### config.mk
export PLATFORM = sky130hd
export DESIGN_NAME = rptr_empty_flat
export DESIGN_NICKNAME = d
export VERILOG_FILES = /design/src/rtl/rptr_empty_if.sv /design/src/rtl/rptr_empty.sv /design/src/flat_wrapper.sv
export SDC_FILE = /design/constraint.sdc
export NUM_CORES = 1
export LEC_CHECK = 0
export ABC_AREA = 1
export BUFFER_PORTS_ARGS = -buffer_cell sky130_fd_sc_hd__buf_2
export CAP_MARGIN = 20
export CORE_UTILIZATION = 47
export DETAILED_ROUTE_END_ITERATION = 10
export PLACE_DENSITY = 0.73
export SYNTH_ARGS = -nofsm -noshare
export SYNTH_HDL_FRONTEND = slang
export SYNTH_SLANG_ARGS = --single-unit
### constraint.sdc
create_clock -name rclk -period 1.9 [get_ports rclk]
set_input_delay 0.38 -clock rclk [delete_from_list [all_inputs] [get_ports rclk]]
set_output_delay 0.38 -clock rclk [all_outputs]
set_load 0.05 [all_outputs]
### src/rtl/rptr_empty_if.sv
// Read-side bundle between the async-FIFO read pointer block and its user.
// rinc pops one entry on a rising rclk edge only when empty is low; rinc while empty is an underflow.
interface rptr_empty_if #(
    parameter int ADDR_WIDTH = 3
);
    logic                  rinc;
    logic [ADDR_WIDTH:0]   wptr;
    logic [ADDR_WIDTH:0]   rptr;
    logic [ADDR_WIDTH-1:0] raddr;
    logic                  empty;
    logic                  almost_empty;
    logic [ADDR_WIDTH:0]   rcount;
    logic                  underflow;

    modport master (
        output rinc, wptr,
        input  rptr, raddr, empty, almost_empty, rcount, underflow
    );

    modport slave (
        input  rinc, wptr,
        output rptr, raddr, empty, almost_empty, rcount, underflow
    );
endinterface

### src/rtl/rptr_empty.sv
// Read-domain pointer, empty flag and occupancy for the async FIFO.
// The write Gray pointer is brought into rclk through a 2-flop synchronizer.
module rptr_empty #(
    parameter int ADDR_WIDTH = 3,
    parameter int AE_THRESH  = 1
) (
    input  logic          rclk,
    input  logic          r_nrst,
    rptr_empty_if.slave   rif
);
    localparam int PW = ADDR_WIDTH + 1;
    localparam logic [PW-1:0] AE_T = PW'(AE_THRESH);

    logic [PW-1:0] wq1_q, wq2_q;
    logic [PW-1:0] rbin_q, rbin_d;
    logic [PW-1:0] rptr_q, rptr_d;
    logic [PW-1:0] rcount_q, rcount_d;
    logic [PW-1:0] wbin_s;
    logic          empty_q, empty_d;
    logic          ae_q, ae_d;
    logic          uf_q, uf_d;
    logic          pop;

    always_comb begin
        pop      = rif.rinc & ~empty_q;
        rbin_d   = rbin_q + PW'(pop);
        rptr_d   = (rbin_d >> 1) ^ rbin_d;
        // Gray-to-binary: each binary bit is the XOR of all Gray bits at or above it.
        wbin_s   = '0;
        for (int i = 0; i < PW; i++) begin
            wbin_s[i] = ^(wq2_q >> i);
        end
        rcount_d = wbin_s - rbin_d;
        // Comparing the post-pop pointer lets the last pop raise empty on its own edge.
        empty_d  = (rptr_d == wq2_q);
        ae_d     = (rcount_d <= AE_T);
        uf_d     = rif.rinc & empty_q;
    end

    always_ff @(posedge rclk or negedge r_nrst) begin
        if (!r_nrst) begin
            wq1_q    <= '0;
            wq2_q    <= '0;
            rbin_q   <= '0;
            rptr_q   <= '0;
            rcount_q <= '0;
            empty_q  <= 1'b1;
            ae_q     <= 1'b1;
            uf_q     <= 1'b0;
        end else begin
            wq1_q    <= rif.wptr;
            wq2_q    <= wq1_q;
            rbin_q   <= rbin_d;
            rptr_q   <= rptr_d;
            rcount_q <= rcount_d;
            empty_q  <= empty_d;
            ae_q     <= ae_d;
            uf_q     <= uf_d;
        end
    end

    assign rif.rptr         = rptr_q;
    assign rif.raddr        = rbin_q[ADDR_WIDTH-1:0];
    assign rif.empty        = empty_q;
    assign rif.almost_empty = ae_q;
    assign rif.rcount       = rcount_q;
    assign rif.underflow    = uf_q;
endmodule

### src/flat_wrapper.sv
// flat-port wrapper written by rule: the top's interface ports become plain ports
module rptr_empty_flat 
#(
    parameter int ADDR_WIDTH = 3,
    parameter int AE_THRESH  = 1
)
  (rclk, r_nrst, rif_rinc, rif_wptr, rif_rptr, rif_raddr, rif_empty, rif_almost_empty, rif_rcount, rif_underflow);
  rptr_empty_if #(.ADDR_WIDTH(ADDR_WIDTH)) rif_i ();
  input  logic rclk;
  input  logic r_nrst;
  input wire logic [$bits(rif_i.rinc)-1:0] rif_rinc;
  input wire logic [$bits(rif_i.wptr)-1:0] rif_wptr;
  output wire logic [$bits(rif_i.rptr)-1:0] rif_rptr;
  output wire logic [$bits(rif_i.raddr)-1:0] rif_raddr;
  output wire logic [$bits(rif_i.empty)-1:0] rif_empty;
  output wire logic [$bits(rif_i.almost_empty)-1:0] rif_almost_empty;
  output wire logic [$bits(rif_i.rcount)-1:0] rif_rcount;
  output wire logic [$bits(rif_i.underflow)-1:0] rif_underflow;
  assign rif_i.rinc = rif_rinc;
  assign rif_i.wptr = rif_wptr;
  assign rif_rptr = rif_i.rptr;
  assign rif_raddr = rif_i.raddr;
  assign rif_empty = rif_i.empty;
  assign rif_almost_empty = rif_i.almost_empty;
  assign rif_rcount = rif_i.rcount;
  assign rif_underflow = rif_i.underflow;
  rptr_empty #(.ADDR_WIDTH(ADDR_WIDTH), .AE_THRESH(AE_THRESH)) u_core (.rclk(rclk), .r_nrst(r_nrst), .rif(rif_i));
endmodule
==> metrics <==
fmax=515 MHz; die width=47.7 um; Least-Margin Pin Slew=467 ps; CTS Root Cell=clkbuf_4; Critical Path AT=2200 ps; Final Max Tran Viols=0; total negative setup slack=-55.0 ps; Detailed Route Iter0 Violations=7; FILL cells=160; CP Class=reg -> reg; final period utilization=102%; Critical Path RT=2160 ps; fin crit period=1940 ps; clock network latency to the later pin of the worst-skew pair=310 ps; post-route setup slack=-40.5 ps; final setup fails=2; largest net degree at the start of global routing=23; Max Cap Violations=0; Sink Count=22; Core Region=1960 um^2; first-pass GRT wire length=2.48 mm; Die H=47.7 um; CTS tree=built; IO Port Bufs=20; Top Family by Delay on Critical Path=simple AND/OR/NAND/NOR gates; post-synthesis cell type count=17; Min-Delay Path Class=in -> async; Yosys reg bits=22; post-synth net total=101; nature of the critical path startpoint=flip-flop; Die ar.=2280 um^2; WL/cell=11.6 um; Layout Nets=133; Buf/Inv on CP=3; num ports=21; clk buf depth=2; RSZ-0062 raised after global routing=yes; H-Tree Depth=1; critical path capture point type=flip-flop; std cell rows=16; Routed Antenna Nets=0; Setup Skew=4.97 ps; YS warnings=0; Synth Instances=89; ANT cells=0; Max-slew headroom=68.9%; sequential fraction of the synthesis area=56.3%; crit-path cells=nor2_2, ha_2, ha_4, inv_2, nand2_2, nand2_4, inv_2, ha_4, inv_4, nor2_2, nor2_2, nand2_2, nand2_2, nand2_2, nor2_2; total track usage=17.2%; Remaining Overflow, GRT=0; most frequent cells in the layout=20 x buf_2, 20 x dfrtp_1, 10 x inv_1, 10 x nand2_1, 8 x nand2_2; Final GP Congestion=0.751; WL final=1.71 mm; initial antenna violation count=0; routed via count=667; area of the multi-input gates=435 um^2; status=complete, but fails checks; worst hold margin=-0.216 ps; via/cell ratio=4.54; First-pass DRT Iterations=4; DP Wirelength=1.21 mm; Final Hold Viols=3; Sequential Area=553 um^2; failing checks=negative hold slack, negative setup slack; synthesized area=982 um^2; crit path max fanout=3; vias in the first global route=586; Syn Area/Cell=11.0 um^2; DRC viols=0; Initial Utilization=50.1%; crit-path max cell delay=560 ps; Layout area overhead=30.1%; CP max-delay cell=dfstp_2; layout cell share with drive strength beyond 1=57.5%; CTS buffer count=3; Worst-path clk slew=120 ps
-- layout make-up --
type | count | share of cell area [%]
sequential | 22 | 43.3
multi-input combinational | 50 | 34.1
timing repair buffer | 27 | 11.9
inverter | 17 | 5.19
clock buffer | 4 | 2.84
tap | 27 | 2.64
-- per-stage QoR --
step | setup WS, ps | utilization [%] | cell area [um^2] | instances
2_1_floorplan | -202 | - | 1020 | 89
3_3_place_gp | 15.7 | 60.6 | 1190 | 141
3_5_place_dp | -56.2 | 60.6 | 1190 | 141
4_1_cts | -42.1 | 62.9 | 1230 | 146
5_1_grt | -154 | 65.1 | 1280 | 147
6_report | -40.5 | 65.1 | 1280 | 147
-- Yosys cell counts, drive strengths merged --
| cell type | n | area share [%] |
|---|---|---|
| nand2 | 21 | 11 |
| dfstp | 2 | 5.4 |
| inv | 17 | 6.5 |
| xnor2 | 2 | 1.8 |
| nand3 | 8 | 6.1 |
| xor2 | 6 | 6.1 |
| or2 | 1 | 0.89 |
| xnor3 | 1 | 2.3 |
| nor2 | 6 | 2.8 |
| dfrtp | 20 | 51 |
| ha | 5 | 6.4 |
-- cell families after synthesis --
family	synth area share (%)
flip-flops	56.3
adder cells (fa/ha/maj)	6.37
AND/OR/NAND/NOR	20.6
XOR/XNOR	10.2
buffers and inverters	6.50
-- state kept, by name, summed over array words and instances (netlist names) --
register                 count
u_core.rif.rcount            4
u_core.rif.underflow         1
u_core.rif.empty             1
u_core.rif.almost_empty      1
u_core.rif.rptr              3
u_core.rbin_q                4
u_core.wq2_q                 4
u_core.wq1_q                 4
-- final timing paths --
kind                                                 start                                 to  slack, ps  cells after the start
worst max-delay path            u_core.rif.empty$_DFF_PN1_  u_core.rif.almost_empty$_DFF_PN1_        -40                     15
worst min-delay path                                r_nrst     u_core.rif.underflow$_DFF_PN0_       -0.2                      1
worst max register to register  u_core.rif.empty$_DFF_PN1_  u_core.rif.almost_empty$_DFF_PN1_        -40                     15
worst min register to register   u_core.wq1_q[3]$_DFF_PN0_          u_core.wq2_q[3]$_DFF_PN0_        360                      0
max in group asynchronous                           r_nrst  u_core.rif.almost_empty$_DFF_PN1_       1550                      1
min in group rclk                              rif_wptr[3]          u_core.wq1_q[3]$_DFF_PN0_        160                      1
-- repair_timing --
| item | CTS | global route |
|---|---|---|
| gates resized for setup | 2 | 9 |
| buffers inserted | 1 | 1 |
| pin swaps | 2 | 10 |
| endpoints found under the setup margin | 3 | 4 |
| hold buffers | 0 | 0 |
-- per-layer routing --
| layer | global-route usage (%) | up-vias | wire (um) |
|---|---|---|---|
| met5 | 0 | - | 0 |
| met4 | 10.0 | 0 | 46 |
| met3 | 3.40 | 5 | 55 |
| met2 | 30.8 | 17 | 1000 |
| met1 | 18.8 | 318 | 604 |
| li1 | - | 327 | - |
Power is left out: the tool's default activity adds up to more than one toggle a clock period on the data nets, which glitch-free logic cannot reach.
